<file path="config.mk">
export PLATFORM = sky130hd
export DESIGN_NAME = boot_loader_ctrl_flat
export DESIGN_NICKNAME = d
export VERILOG_FILES = /design/src/rtl/riscv_ctrl_pkg.sv /design/src/rtl/boot_loader_ctrl_if.sv /design/src/rtl/run_monitor.sv /design/src/rtl/boot_loader_ctrl.sv /design/src/flat_wrapper.sv
export SDC_FILE = /design/constraint.sdc
export NUM_CORES = 1
export LEC_CHECK = 0
export CAP_MARGIN = 20
export CORE_MARGIN = 2
export CORE_UTILIZATION = 50
export CTS_BUF_LIST = sky130_fd_sc_hd__clkbuf_4 sky130_fd_sc_hd__clkbuf_8 sky130_fd_sc_hd__clkbuf_16
export CTS_CLUSTER_DIAMETER = 150
export DETAILED_ROUTE_END_ITERATION = 8
export HOLD_SLACK_MARGIN = 0.03
export PLACE_DENSITY_LB_ADDON = 0.12
export SLEW_MARGIN = 20
export SYNTH_ARGS = -nofsm -noshare
export SYNTH_HDL_FRONTEND = slang
export SYNTH_SLANG_ARGS = --single-unit
</file>
<file path="constraint.sdc">
create_clock -name clk -period 3.3 [get_ports clk]
set_clock_uncertainty 0.1 [all_clocks]
set_input_delay 0.495 -clock clk [delete_from_list [all_inputs] [get_ports clk]]
set_output_delay 0.495 -clock clk [all_outputs]
set_load 0.02 [all_outputs]
</file>
<file path="src/rtl/riscv_ctrl_pkg.sv">
// riscv_ctrl_pkg: shared types and constants for the boot loader.
// Imported by the controller, its load interface and run monitor.
package riscv_ctrl_pkg;

  typedef logic [31:0] word_t;

  typedef enum logic [2:0] {
    IDLE,
    LOAD,
    HOLD,
    RUN,
    DONE
  } state_t;

  localparam word_t DONE_ADDR_DFLT = 32'h508;
  localparam word_t PASS_DATA_DFLT = 32'd2047;
  localparam int    WORD_BYTES     = 4;

  function automatic word_t wordAddr(input int idx);
    return word_t'(idx * WORD_BYTES);
  endfunction

endpackage

</file>
<file path="src/rtl/boot_loader_ctrl_if.sv">
// boot_loader_ctrl_if: program-word stream into the boot loader.
// The source drives valid/data/last, the loader returns ready.
interface boot_loader_ctrl_if;
  import riscv_ctrl_pkg::*;

  logic  ld_valid;
  word_t ld_data;
  logic  ld_last;
  logic  ld_ready;

  modport master (
    output ld_valid,
    output ld_data,
    output ld_last,
    input  ld_ready
  );

  modport slave (
    input  ld_valid,
    input  ld_data,
    input  ld_last,
    output ld_ready
  );

endinterface

</file>
<file path="src/rtl/run_monitor.sv">
// run_monitor: counts RUN cycles and judges the completion store.
// A completion store beats a timeout seen in the same cycle.
module run_monitor import riscv_ctrl_pkg::*; #(
  parameter word_t TIMEOUT   = 32'd100000,
  parameter word_t DONE_ADDR = DONE_ADDR_DFLT,
  parameter word_t PASS_DATA = PASS_DATA_DFLT
) (
  input  logic  clk,
  input  logic  reset,
  input  logic  clear,
  input  logic  run,
  input  logic  MemWrite,
  input  word_t ALUResult,
  input  word_t WriteData,
  output logic  finish,
  output word_t cycle_count,
  output logic  pass,
  output logic  fail,
  output logic  timeout
);

  logic store;
  logic expired;

  assign store   = run && MemWrite && (ALUResult == DONE_ADDR);
  assign expired = run && (cycle_count == TIMEOUT);
  assign finish  = store || expired;

  // Sticky verdict flags and saturating run-cycle counter.
  always_ff @(posedge clk) begin
    if (reset || clear) begin
      cycle_count <= '0;
      pass        <= 1'b0;
      fail        <= 1'b0;
      timeout     <= 1'b0;
    end else if (store) begin
      pass <= (WriteData == PASS_DATA);
      fail <= (WriteData != PASS_DATA);
    end else if (expired) begin
      timeout <= 1'b1;
    end else if (run && cycle_count != '1) begin
      cycle_count <= cycle_count + 32'd1;
    end
  end

endmodule

</file>
<file path="src/rtl/boot_loader_ctrl.sv">
// boot_loader_ctrl: loads a program into the core's instruction
// memory, holds the core in reset, then runs and judges it.
module boot_loader_ctrl import riscv_ctrl_pkg::*; #(
  parameter int    IMEM_WORDS  = 64,
  parameter int    HOLD_CYCLES = 4,
  parameter word_t TIMEOUT     = 32'd100000,
  parameter word_t DONE_ADDR   = DONE_ADDR_DFLT,
  parameter word_t PASS_DATA   = PASS_DATA_DFLT
) (
  input  logic  clk,
  input  logic  reset,
  input  logic  start,
  boot_loader_ctrl_if.slave ld,
  output logic  core_reset,
  output logic  InstrWrite,
  output word_t WriteInst,
  output word_t WriteAdress,
  input  logic  MemWrite,
  input  word_t ALUResult,
  input  word_t WriteData,
  output logic  busy,
  output logic  done,
  output logic  pass,
  output logic  fail,
  output logic  timeout,
  output word_t cycle_count
);

  localparam word_t LAST_ADDR = wordAddr(IMEM_WORDS - 1);
  localparam word_t HOLD_END  = word_t'(HOLD_CYCLES);

  state_t state;
  word_t  addr;
  word_t  holdCnt;
  logic   ready;
  logic   idle;
  logic   finish;

  assign idle        = (state == IDLE) || (state == DONE);
  assign ld.ld_ready = ready;

  run_monitor #(
    .TIMEOUT   (TIMEOUT),
    .DONE_ADDR (DONE_ADDR),
    .PASS_DATA (PASS_DATA)
  ) u_mon (
    .clk         (clk),
    .reset       (reset),
    .clear       (start && idle),
    .run         (state == RUN),
    .MemWrite    (MemWrite),
    .ALUResult   (ALUResult),
    .WriteData   (WriteData),
    .finish      (finish),
    .cycle_count (cycle_count),
    .pass        (pass),
    .fail        (fail),
    .timeout     (timeout)
  );

  // Session FSM with registered handshake, write port and status.
  always_ff @(posedge clk) begin
    if (reset) begin
      state       <= IDLE;
      ready       <= 1'b0;
      core_reset  <= 1'b1;
      InstrWrite  <= 1'b0;
      WriteInst   <= '0;
      WriteAdress <= '0;
      addr        <= '0;
      holdCnt     <= '0;
      busy        <= 1'b0;
      done        <= 1'b0;
    end else begin
      InstrWrite <= 1'b0;
      unique case (state)
        IDLE, DONE: begin
          if (start) begin
            state <= LOAD;
            addr  <= '0;
            ready <= 1'b1;
            busy  <= 1'b1;
            done  <= 1'b0;
          end
        end
        LOAD: begin
          if (ld.ld_valid && ready) begin
            InstrWrite  <= 1'b1;
            WriteInst   <= ld.ld_data;
            WriteAdress <= addr;
            addr        <= addr + word_t'(WORD_BYTES);
            if (ld.ld_last || addr == LAST_ADDR) begin
              state   <= HOLD;
              ready   <= 1'b0;
              holdCnt <= '0;
            end
          end
        end
        HOLD: begin
          if (holdCnt == HOLD_END) begin
            state      <= RUN;
            core_reset <= 1'b0;
          end else begin
            holdCnt <= holdCnt + 32'd1;
          end
        end
        RUN: begin
          if (finish) begin
            state      <= DONE;
            core_reset <= 1'b1;
            busy       <= 1'b0;
            done       <= 1'b1;
          end
        end
        default: state <= IDLE;
      endcase
    end
  end

endmodule
</file>
<file path="src/flat_wrapper.sv">
// flat-port wrapper written by rule: the top's interface ports become plain ports
module boot_loader_ctrl_flat import riscv_ctrl_pkg::*;
#(
  parameter int    IMEM_WORDS  = 64,
  parameter int    HOLD_CYCLES = 4,
  parameter word_t TIMEOUT     = 32'd100000,
  parameter word_t DONE_ADDR   = DONE_ADDR_DFLT,
  parameter word_t PASS_DATA   = PASS_DATA_DFLT
)
  (clk, reset, start, core_reset, InstrWrite, WriteInst, WriteAdress, MemWrite, ALUResult, WriteData, busy, done, pass, fail, timeout, cycle_count, ld_ld_valid, ld_ld_data, ld_ld_last, ld_ld_ready);
  boot_loader_ctrl_if ld_i ();
  input  logic clk;
  input  logic reset;
  input  logic start;
  output logic core_reset;
  output logic InstrWrite;
  output word_t WriteInst;
  output word_t WriteAdress;
  input  logic MemWrite;
  input  word_t ALUResult;
  input  word_t WriteData;
  output logic busy;
  output logic done;
  output logic pass;
  output logic fail;
  output logic timeout;
  output word_t cycle_count;
  input wire logic [$bits(ld_i.ld_valid)-1:0] ld_ld_valid;
  input wire logic [$bits(ld_i.ld_data)-1:0] ld_ld_data;
  input wire logic [$bits(ld_i.ld_last)-1:0] ld_ld_last;
  output wire logic [$bits(ld_i.ld_ready)-1:0] ld_ld_ready;
  assign ld_i.ld_valid = ld_ld_valid;
  assign ld_i.ld_data = ld_ld_data;
  assign ld_i.ld_last = ld_ld_last;
  assign ld_ld_ready = ld_i.ld_ready;
  boot_loader_ctrl #(.IMEM_WORDS(IMEM_WORDS), .HOLD_CYCLES(HOLD_CYCLES), .TIMEOUT(TIMEOUT), .DONE_ADDR(DONE_ADDR), .PASS_DATA(PASS_DATA)) u_core (.clk(clk), .reset(reset), .start(start), .ld(ld_i), .core_reset(core_reset), .InstrWrite(InstrWrite), .WriteInst(WriteInst), .WriteAdress(WriteAdress), .MemWrite(MemWrite), .ALUResult(ALUResult), .WriteData(WriteData), .busy(busy), .done(done), .pass(pass), .fail(fail), .timeout(timeout), .cycle_count(cycle_count));
endmodule
</file>
==> results of run 1 <==
==> path summary, 6_finish.rpt <==
| path | endpoint | slack, ns |
|---|---|---|
| max | u_core.u_mon.cycle_count[15] | 0.50 |
| min | u_core.state[2] | 0.27 |
| max reg2reg | u_core.u_mon.cycle_count[15] | 0.50 |
| min reg2reg | u_core.done | 0.35 |
==> routing by layer <==
| metal | global-route usage | wire (um) | vias up |
|---|---|---|---|
| li1 | - | - | 3771 |
| met1 | 0.303 | 8770 | 3508 |
| met2 | 0.451 | 10300 | 223 |
| met3 | 0.0675 | 1310 | 30 |
| met4 | 0.0814 | 348 | 0 |
| met5 | 0 | 0 | - |
==> metrics by stage <==
step                cell area, um^2   util
global route                  10300  0.705
global placement               9680  0.661
finish                        10300  0.705
floorplan                      7550      -
detailed placement             9680  0.661
CTS                           10300  0.705
==> synth_stat cells (all sizes together), types with 2 or more instances <==
cell type | number | area share
nor3 | 20 | 0.015
nand3 | 33 | 0.023
and4 | 15 | 0.018
xor2 | 17 | 0.020
nor4b | 7 | 0.0081
or3 | 47 | 0.039
ha | 5 | 0.0083
a21o | 3 | 0.0030
nand2 | 173 | 0.086
a211oi | 3 | 0.0030
and3 | 14 | 0.012
inv | 18 | 0.0090
nor4 | 31 | 0.027
o211ai | 5 | 0.0050
nor4bb | 3 | 0.0040
nand2b | 3 | 0.0025
a31oi | 2 | 0.0017
or4 | 13 | 0.013
a41o | 3 | 0.0040
a21oi | 131 | 0.087
o31ai | 8 | 0.0080
nor2 | 56 | 0.028
buf | 14 | 0.013
nand3b | 2 | 0.0020
and2 | 4 | 0.0033
xnor2 | 13 | 0.015
dfxtp | 167 | 0.44
o21ai | 47 | 0.031
nand4 | 34 | 0.030
nand4b | 4 | 0.0046
clkbuf | 39 | 0.020
==> cell type report <==
class | instances | area (um^2) | area share
clock inverter | 7 | 141 | 0.0137
multi-input combinational | 711 | 3900 | 0.378
sequential | 167 | 3340 | 0.324
timing repair buffer | 218 | 2140 | 0.207
tap | 184 | 230 | 0.0223
clock buffer | 25 | 498 | 0.0482
inverter | 18 | 67.6 | 0.00655
==> logic make-up after synthesis <==
logic type,Yosys count
compound gates,208
mux,1
other cells,1
buf+inv,71
fa+ha+maj,5
flops,167
xor+xnor,30
simple gates,465
==> power breakdown <==
part	total (uW)	internal (uW)	leakage (uW)	switching, uW
Combinational	271	147	0.00174	124
Sequential	2040	2030	0.00135	9.71
Clock	2140	1360	0.000317	783
==> registers in the layout, summed over array words and instances, names as in the netlist <==
register and flops:
u_core.addr 30, u_core.WriteInst 32, u_core.InstrWrite 1, u_core.u_mon.fail 1, u_core.core_reset 1, u_core.done 1
u_core.busy 1, u_core.WriteAdress 30, u_core.u_mon.cycle_count 32, u_core.u_mon.timeout 1, u_core.state 3, u_core.u_mon.pass 1
u_core.holdCnt 32, u_core.ld.ld_ready 1
==> critical path: stages, from the launching register on <==
cell and delay (ns):
sky130_fd_sc_hd__dfxtp_1 0.45, sky130_fd_sc_hd__and3b_1 0.52, sky130_fd_sc_hd__nand4_1 0.25, sky130_fd_sc_hd__nor2_1 0.54, sky130_fd_sc_hd__buf_4 0.27, sky130_fd_sc_hd__nand4_1 0.11
sky130_fd_sc_hd__or3_1 0.33, sky130_fd_sc_hd__a21oi_1 0.14
==> flow_results.org, run 1 <==
** Synthesis
- Sequential element share of the synthesized area :: 0.443
- The cell count after synthesis came out at 948.
- The most used flip-flop cell after synthesis is sky130_fd_sc_hd__dfxtp_1.
- By area, the combinational part of the netlist is dominated by simple AND/OR/NAND/NOR gates.
- Of the total synthesized cell area, the portion taken by AND, OR, NAND and NOR gates is 0.321.
- Synth Area in Adders :: 0.00829
- In the synthesized netlist the async set-or-reset flop fraction comes to 0.
- Number of enable-type register cells in the synthesized netlist :: 0
- The fraction of the mapped netlist area in compound gates was 0.150.
- The portion of synthesized area spent on multiplexers is 0.00133.
- Register bit total from synthesis :: 167
- In this run, distinct cell masters in the synthesized netlist total 55.
- Post-synth design cell area :: 7550 um^2
- The Yosys step of the flow raised 0 warnings.
- Of the total synthesized cell area, the portion taken by XOR and XNOR cells is 0.0348.
- Average footprint of a synthesized cell :: 7.96 um^2

** Clock network
- Number of buffers created by CTS :: 17
- Once the clock tree was built, the resizer swapped 0 gates to a different size.
- Number of levels in the clock H-tree :: 4
- The later pin in the worst-skew pair is clocked with a latency of 0.42 ns.
- Clock-pin slew was measured on the worst setup and hold paths at 0.06 ns.
- The clock drives 167 sinks.
- For this design, the CTS-stage hold fixing added 0 buffers.
- Clock Path Buffers :: 2
- After clock tree synthesis, the setup repair step added 0 buffers.
- Clk root buf :: sky130_fd_sc_hd__clkbuf_16
- TritonCTS clock tree :: yes

** STA
- Actual slew at the worst max-slew pin :: 0.721 ns
- Setup repair after global routing missed its margin :: no
- Smallest setup slack after layout :: 0.504 ns
- Measured against its own limit, the worst slew margin works out to 0.519.
- The final max-slew violation count came to 0.
- Finish-stage setup viols :: 0
- Ratio of final minimum period to clock period :: 0.847
- Setup Total Neg Slack :: 0 ns
- The final number of hold-violating endpoints was 0.
- Hold is met by 0.274 ns.
- Final critical delay including setup and external delays :: 2.80 ns
- Maximum clock rate :: 358 MHz

** Hold path
- Launch point of the worst hold path :: reset
- The min-delay analysis places its worst path in the category primary input to register.
- Number of cells traversed by the worst hold path :: 2

** Power
- Leakage dissipation :: 0.00340 uW
- Peak VDD IR :: 335 uV
- The completed layout was analyzed and its total power is 4450 uW.
- Power per cell area :: 431 nW/um^2

** Worst setup path
- The startpoint identified for the worst register-to-register timing path is u_core.state[0].
- Arrival time worst endpoint :: 3.04 ns
- Crit path launch :: u_core.state[0]
- Along the worst path, the maximum fanout reaches 13.
- Setup crit end kind :: register
- Type of the setup path with the least slack :: register to register
- R2r worst-path depth :: 7
- The worst setup path is launched from a register.
- Required time of the worst setup path :: 3.54 ns

** Global routing
- In the global route stage, overall resource usage came out at 0.255.
- The initial antenna violation count is 0.
- Summed over all layers, the global routing overflow is 0.
- Largest net degree at the start of global routing :: 69
- The number of global-route vias before repair was 7139.
- The first global-routing pass estimated 34100 um of wire.

** Place
- After detailed placement, the design holds a cell count of 1298.
- Timing analysis after detailed placement gives a worst setup slack of 0.502 ns.
- HPWL after DPL :: 14400 um
- Global placement routability congestion :: 0.803
- Buffers placed on the I/O ports in this run total 203.

** Drt
- Dividing the detail-routed wire length by the instance count gives 15.6 um.
- The final layout contains routed wiring with a total length of 20700 um.
- First-pass iteration count of the detailed router :: 5
- DRC violations left :: 0
- The count of nets left with antenna violations once routing finished came out at 0.
- In the routed layout, each cell is associated on average with a via count of 5.66.
- Detailed routing inserted a total of 7532 vias.
- Initial detailed-routing violation count :: 584

** Layout
- Leading cell types in the layout, fill and taps excluded :: sky130_fd_sc_hd__clkdlybuf4s50_1 (202), sky130_fd_sc_hd__nand2_1 (173), sky130_fd_sc_hd__dfxtp_1 (167), sky130_fd_sc_hd__a21oi_1 (130), sky130_fd_sc_hd__nor2_1 (56)
- The library cell used most frequently in the layout, excluding fill and tap cells, is sky130_fd_sc_hd__clkdlybuf4s50_1.
- The repair_antennas step left the layout with diodes totalling 0.
- The area growth from synthesis to layout is 36.8%.
- Layout Cells excl Fill :: 1330
- After the last flow step, the layout net total stands at 1240.
- Share of final-layout standard cells stronger than drive strength 1 :: 0.0524
- After filler insertion, the fill cell instance count of the layout stands at 1244.

** Floorplan
- Placement row count :: 44
- From bottom edge to top edge, the die measures 127 um.
- Initial core utilization :: 0.515
- The die covers 16100 um^2.
- Width of the die :: 127 um
- In this run the standard cell core region covers 14600 um^2.
- I/O Pins :: 206

** Run status
- The flow ran to the end, and the final reports show no timing, DRC or antenna violations.

** Job
- Max-cap violations in this run came to 0.
(Power assumes the default switching activity.)
==> inputs of run 2 (changes only) <==
--- a/config.mk
+++ b/config.mk
@@ -7,7 +7,7 @@
 export LEC_CHECK = 0
 export CAP_MARGIN = 20
 export CORE_MARGIN = 2
-export CORE_UTILIZATION = 50
+export CORE_UTILIZATION = 44
 export CTS_BUF_LIST = sky130_fd_sc_hd__clkbuf_4 sky130_fd_sc_hd__clkbuf_8 sky130_fd_sc_hd__clkbuf_16
 export CTS_CLUSTER_DIAMETER = 150
 export DETAILED_ROUTE_END_ITERATION = 8
==> constraint.sdc (replaced) <==
create_clock -name clk -period 2.5 [get_ports clk]
set_clock_uncertainty 0.1 [all_clocks]
set_input_delay 0.375 -clock clk [delete_from_list [all_inputs] [get_ports clk]]
set_output_delay 0.375 -clock clk [all_outputs]
set_load 0.02 [all_outputs]
==> run 2 against run 1 <==
Against the previous run: highest routed layer unchanged; hold slack better by 0.069 ns; utilization shrank 6.9 points; critical path depth grew 2; via count up 0.78%; non-clock buffer count up 37; critical path type unchanged; largest power group is now registers; critical endpoint is now u_core.holdCnt[18].
==> flow_results.org, run 2 (synthesized netlist as in run 1, its figures left out) <==
** Layout
- The area growth from synthesis to layout is 40.7%.
- Share of final-layout standard cells stronger than drive strength 1 :: 0.0837
- Leaving out fill and tap cells, the most frequent cell in the layout is sky130_fd_sc_hd__clkdlybuf4s50_1.
- Layout Cells excl Fill :: 1403
- Diodes inserted :: 0
- Regs by FF count :: u_core.WriteInst (32), u_core.holdCnt (32), u_core.u_mon.cycle_count (32)
- Once layout is complete, the utilization of the core stands at 0.636.
- Net count of the finished layout :: 1277
- Leading cell types in the layout, fill and taps excluded :: sky130_fd_sc_hd__clkdlybuf4s50_1 (202), sky130_fd_sc_hd__nand2_1 (173), sky130_fd_sc_hd__dfxtp_1 (167), sky130_fd_sc_hd__a21oi_1 (130), sky130_fd_sc_hd__nor2_1 (56)

** Clock network
- The tree built by TritonCTS fans out to 167 sinks.
- Number of buffers created by CTS :: 17
- The clock passes through at most 2 buffers.
- The H-tree generated during clock tree synthesis spans 4 levels.
- Clk slew on worst S/H paths :: 0.06 ns
- The clock reaches the later pin of the worst-skew pair after 0.43 ns.
- TritonCTS built the clock tree.
- Number of gates resized after cts :: 0
- Clk root buf :: sky130_fd_sc_hd__clkbuf_16
- Buffers inserted to repair hold after CTS numbered 0.
- Post-CTS timing repair inserted 0 buffers for setup.

** Drt
- In the routed layout, each cell is associated on average with a via count of 5.41.
- The routed layout has 7591 vias.
- Once detail routing completed, the nets flagged for antenna violations numbered 0.
- Initial detailed-routing violation count :: 357
- Sum of routed wire length over all layers :: 21400 um
- The pre-antenna-repair detailed-routing pass consisted of 4 iterations.
- DRC violations left :: 0
- After detailed routing, the average wire length per cell comes to 15.3 um.

** Floorplan
- After floorplanning, the core was sized to cover 16700 um^2.
- The die covers 18200 um^2.
- The floorplan step set the die width to 135 um.
- For this configuration, the core starts out at a cell density of 0.452.
- Die H :: 135 um
- Placement row count :: 47
- I/O Pins :: 206

** Worst setup path
- Arrival time worst endpoint :: 2.57 ns
- The critical path goes through inv_1 > ha_1 > nor4bb_1 > and4_1 > a211oi_1 > a31oi_1 > buf_4 > or4_1 > nand2_1.
- The largest single stage delay on the critical path is 0.46 ns.
- Worst path slowest cell :: sky130_fd_sc_hd__or4_1
- STA puts the critical path data required time at 2.76 ns.
- The critical path in this run is classified as register to register.
- The worst setup path is launched from a register.
- STA classifies the critical path endpoint as a register.
- Largest fanout on the critical path :: 12

** Power
- Leakage dissipation :: 0.00357 uW
- Dividing total power by cell area gives a power density of 536 nW/um^2.
- VDD sags by at most 455 uV.
- Overall power after layout :: 5690 uW

** Global routing
- For this run the aggregate overflow at the end of global routing stands at 0.
- Entering global routing, the biggest net connects 65 pins.
- The number of global-route vias before repair came to 7182.
- The first global-routing pass estimated 34200 um of wire.
- Antenna violations before repair :: 0
- For this run, the total global-route usage over all layers was measured as 0.230.

** STA
- Actual slew at the worst max-slew pin :: 0.707 ns
- Setup violations remaining at the end of the flow were counted as 0.
- Max-slew violation total from the final report :: 0
- Ratio of final minimum period to clock period :: 0.923
- Setup Total Neg Slack :: 0 ns
- The final number of hold-violating endpoints came to 0.
- Maximum clock rate :: 433 MHz
- Setup repair after global routing left no endpoint under its margin.
- Counting I/O delays and the setup requirement, the final critical path takes 2.31 ns.
- The tightest hold path in the finished design has a slack of 0.343 ns.
- Max transition margin :: 0.529

** Place
- Global placement routability congestion :: 0.866
- Once placement completed, the tool counted placed cells totaling 1371.
- The HPWL after detailed placement is 15500 um.
- Count of buffers from port buffering :: 203

** Hold path
- The min-delay analysis places its worst path in the category primary input to register.

** Job
- Count of maximum capacitance violations :: 0

** Run status
- Run status :: completed
## run 2: worst paths after layout
| check | to | from | cells past startpoint | slack (ns) |
|---|---|---|---|---|
| worst max-delay path | u_core.holdCnt[18] | u_core.holdCnt[0] | 9 | 0.19 |
| worst min-delay path | u_core.addr[2] | reset | 3 | 0.34 |
| worst max register to register | u_core.holdCnt[18] | u_core.holdCnt[0] | 9 | 0.19 |
| worst min register to register | u_core.WriteInst[29] | u_core.WriteInst[29] | 2 | 0.35 |
## run 2: layout make-up
type / count / area [um^2]
fill: 1487 / 6080
multi-input combinational: 711 / 3920
sequential: 167 / 3340
timing repair buffer: 255 / 2430
clock buffer: 18 / 439
tap: 220 / 275
clock inverter: 14 / 146
inverter: 18 / 67.6
## run 2: per-layer routing
layer  wire length (um)  GRT usage  vias to the layer above
li1                   -          -                     3853
met1               9270      0.279                     3511
met2              10500      0.404                      203
met3               1390     0.0563                       24
met4                306     0.0689                        0
met5                  0          0                        -
## run 2: through the flow
| step | cell area [um^2] | worst slack (ns) |
|---|---|---|
| after CTS | 10600 | 0.0909 |
| final | 10600 | 0.191 |
| after detailed placement | 10000 | -0.223 |
| after global routing | 10600 | 0.0238 |
| after global placement | 10000 | -0.199 |
| after floorplan | 7550 | 0.266 |
## run 2: critical path: cells and delay by family (launching register included)
family | cells | cell delay (ns)
and+or+nand+nor | 4 | 0.89
adders and majority gates | 1 | 0.20
buffers and inverters | 2 | 0.28
DFF | 1 | 0.38
AOI/OAI and AO/OA | 2 | 0.40
## run 2: report_power, final
| group | switching (uW) | internal, uW |
|---|---|---|
| registers | 10.2 | 2680 |
| clock network | 1120 | 1510 |
| logic | 173 | 208 |
==> edit, RTL diff (flow settings as in run 2) <==
`TIMEOUT` is set to 32'd100000 in 3 places; all go to 32'd65536.
--- a/src/rtl/run_monitor.sv
+++ b/src/rtl/run_monitor.sv
@@ -2,5 +2,5 @@
 // A completion store beats a timeout seen in the same cycle.
 module run_monitor import riscv_ctrl_pkg::*; #(
-  parameter word_t TIMEOUT   = 32'd100000,
+  parameter word_t TIMEOUT   = 32'd65536,
   parameter word_t DONE_ADDR = DONE_ADDR_DFLT,
   parameter word_t PASS_DATA = PASS_DATA_DFLT
--- a/src/rtl/boot_loader_ctrl.sv
+++ b/src/rtl/boot_loader_ctrl.sv
@@ -4,5 +4,5 @@
   parameter int    IMEM_WORDS  = 64,
   parameter int    HOLD_CYCLES = 4,
-  parameter word_t TIMEOUT     = 32'd100000,
+  parameter word_t TIMEOUT     = 32'd65536,
   parameter word_t DONE_ADDR   = DONE_ADDR_DFLT,
   parameter word_t PASS_DATA   = PASS_DATA_DFLT
--- a/src/flat_wrapper.sv
+++ b/src/flat_wrapper.sv
@@ -4,5 +4,5 @@
   parameter int    IMEM_WORDS  = 64,
   parameter int    HOLD_CYCLES = 4,
-  parameter word_t TIMEOUT     = 32'd100000,
+  parameter word_t TIMEOUT     = 32'd65536,
   parameter word_t DONE_ADDR   = DONE_ADDR_DFLT,
   parameter word_t PASS_DATA   = PASS_DATA_DFLT
Check against the original RTL: same outputs for any inputs over 4 cycles, from zero or initial values and one cycle with reset high; that may be too few to reach the edited logic, so the function may still have changed.
==> edit against run 2 <==
- highest routed layer unchanged
- power down 0.55%
- cell area up 3.8%
- final cell count up 2.1%
- worst setup slack worse by 190 ps
- worst hold slack worse by 170 ps
- critical path type unchanged
- routed wire length up 1.6%
- synthesized cell count up 0.42%
- count of clock-buffer cells in the layout up 2
- sequential cell count unchanged
- area after synthesis down 0.22%
==> edit: results (changes against run 2) <==
status:
  run_status: "complete, no violations"  # unchanged
detailed_routing:
  drt_pass1_iterations: 5  # was 4
  wl_per_cell_um: 15.19  # was 15.27 um
  drt-total-wl_mm: 21.77  # was 21.42 mm
  drt_first_iter_violations: 384  # was 357
  via_per_inst: 5.476  # was 5.411
placed_design:
  placed_cells: 1398  # was 1371
  worst_slack_at_placement_ps: -161.2  # was -223.0 ps
  detailedPlacementHpwl_mm: 15.17  # was 15.48 mm
  gp_congestion: 0.8617  # was 0.8656
  place.port_buffers: 203  # unchanged
  place_area_mm2: 0.01024  # was 0.01002 mm^2
power_and_ir_drop:
  power.static_leakage_nw: 3.727  # was 3.565 nW
  max-vdd-ir-drop_v: 0.0005282  # was 0.0004549 V
  p_switching_mw: 1.258  # was 1.300 mW
grt:
  groute.usage.overall_pct: 23.76  # was 23.00%
  first_pass_grt_wire_length_mm: 34.88  # was 34.18 mm
  vias_in_the_first_global_route: 7191  # was 7182
  largest_net_degree_at_the_start_of_global_routing: 66  # was 65
cts:
  cts_inserted_buffers: 17  # unchanged
min_path:
  worst_hold_path_type: "primary input to flip-flop"  # unchanged
synth:
  synth_common_cells: "186 x nand2_1, 167 x dfxtp_1, 119 x a21oi_1"  # was 173 x nand2_1, 167 x dfxtp_1, 130 x a21oi_1
  synth_cell_type_count: 52  # was 55
  synth.yosys.warnings: 0  # unchanged
  proportion_of_synthesized_flip_flops_having_asynchronous_set_or_reset_pct: 0  # unchanged
  synth.avg_cell_area_um2: 7.911  # was 7.961 um^2
  yosysSeqAreaShare_pct: 44.39  # was 44.30%
  leading_cell_types_by_total_area_after_synthesis: "dfxtp_1 44%, nand2_1 9.3%, a21oi_1 7.9%"  # was dfxtp_1 44%, a21oi_1 8.6%, nand2_1 8.6%
worst_setup_path:
  worst_path_largest_cell_delay_ps: 480  # was 460 ps
  critPathTopFamily: "simple AND/OR/NAND/NOR gates"  # unchanged
  cp_data_arrival_time_ps: 2760  # was 2570 ps
  crit_path_max_fanout: 6  # was 12
  cpMaxStageDelayCell: "or4_1"  # unchanged
finish:
  n_fill_cell: 1450  # was 1487
  fin_nets: 1311  # was 1277
  layout_top_registers: "u_core.WriteInst: 32 flops, u_core.holdCnt: 32 flops, u_core.u_mon.cycle_count: 32 flops"  # unchanged
  drive_gt1_share_pct: 12.20  # was 8.369%
sta:
  worst-slew-pin-transition_ps: 700.8  # was 706.7 ps
[edit: cell types whose count changed in the layout (fill, tap and decap cells not counted), sizes merged, moves of 8 or more]
cell / before / now
xor2: 17 / 6
xnor2: 13 / 24
or4: 13 / 21
nand2: 173 / 186
a21oi: 131 / 120
nor2: 56 / 68
o21ai: 47 / 30
buf: 53 / 81
or3: 47 / 27
[edit: cells by family after synthesis]
group | share of synthesized area (%)
AND/OR/NAND/NOR | 32.36
AO/OA/AOI/OAI | 14.11
flip-flops | 44.39
buffers and inverters | 3.821
XOR/XNOR | 3.489
multiplexers | 0.9470
adder cells (fa/ha/maj) | 0.8307
other | 0.04979
[edit: cell type report]
class	count	area, um^2	area share (%)
Multi-Input combinational cell	714	4023	36.51
Inverter	19	71.32	0.6474
Clock buffer	20	454.2	4.123
Tap cell	220	275.3	2.499
Sequential cell	167	3344	30.36
Clock inverter	8	101.3	0.9199
Timing Repair Buffer	285	2748	24.94
[edit: power by group through the flow]
stage	clock [mW]	sequential [mW]	combinational (mW)
4_1_cts	2.60	2.69	0.423
6_report	2.54	2.69	0.429
3_3_place_gp	0	2.75	0.415
2_1_floorplan	0	2.76	0.140
3_5_place_dp	0	2.75	0.415
5_1_grt	2.70	2.69	0.462
[edit: metal layers]
layer | vias to the layer above | wire [um] | track usage (%)
met3 | 27 | 1180 | 5.818
li1 | 3906 | - | -
met4 | 0 | 336 | 7.485
met5 | - | 0 | 0
met1 | 3699 | 9480 | 29.44
met2 | 215 | 10780 | 40.67
[edit: final timing paths]
kind	slack (ps)	depth (start not counted)	endpoint	start
worst max-delay path	2	8	u_core.holdCnt[25]$_SDFFE_PP0P_	u_core.addr[25]$_SDFFE_PP0P_
worst min-delay path	170	2	u_core.holdCnt[1]$_SDFFE_PP0P_	reset
worst max register to register	2	8	u_core.holdCnt[25]$_SDFFE_PP0P_	u_core.addr[25]$_SDFFE_PP0P_
worst min register to register	350	2	u_core.WriteAdress[12]$_SDFFE_PP0P_	u_core.WriteAdress[12]$_SDFFE_PP0P_
[edit: repair_timing]
action	CTS	global route
buffers inserted	1	3
gates resized for setup	1	26
setup endpoints to repair	6	35
pin swaps	4	13
cloned	1	2
hold buffers	0	0
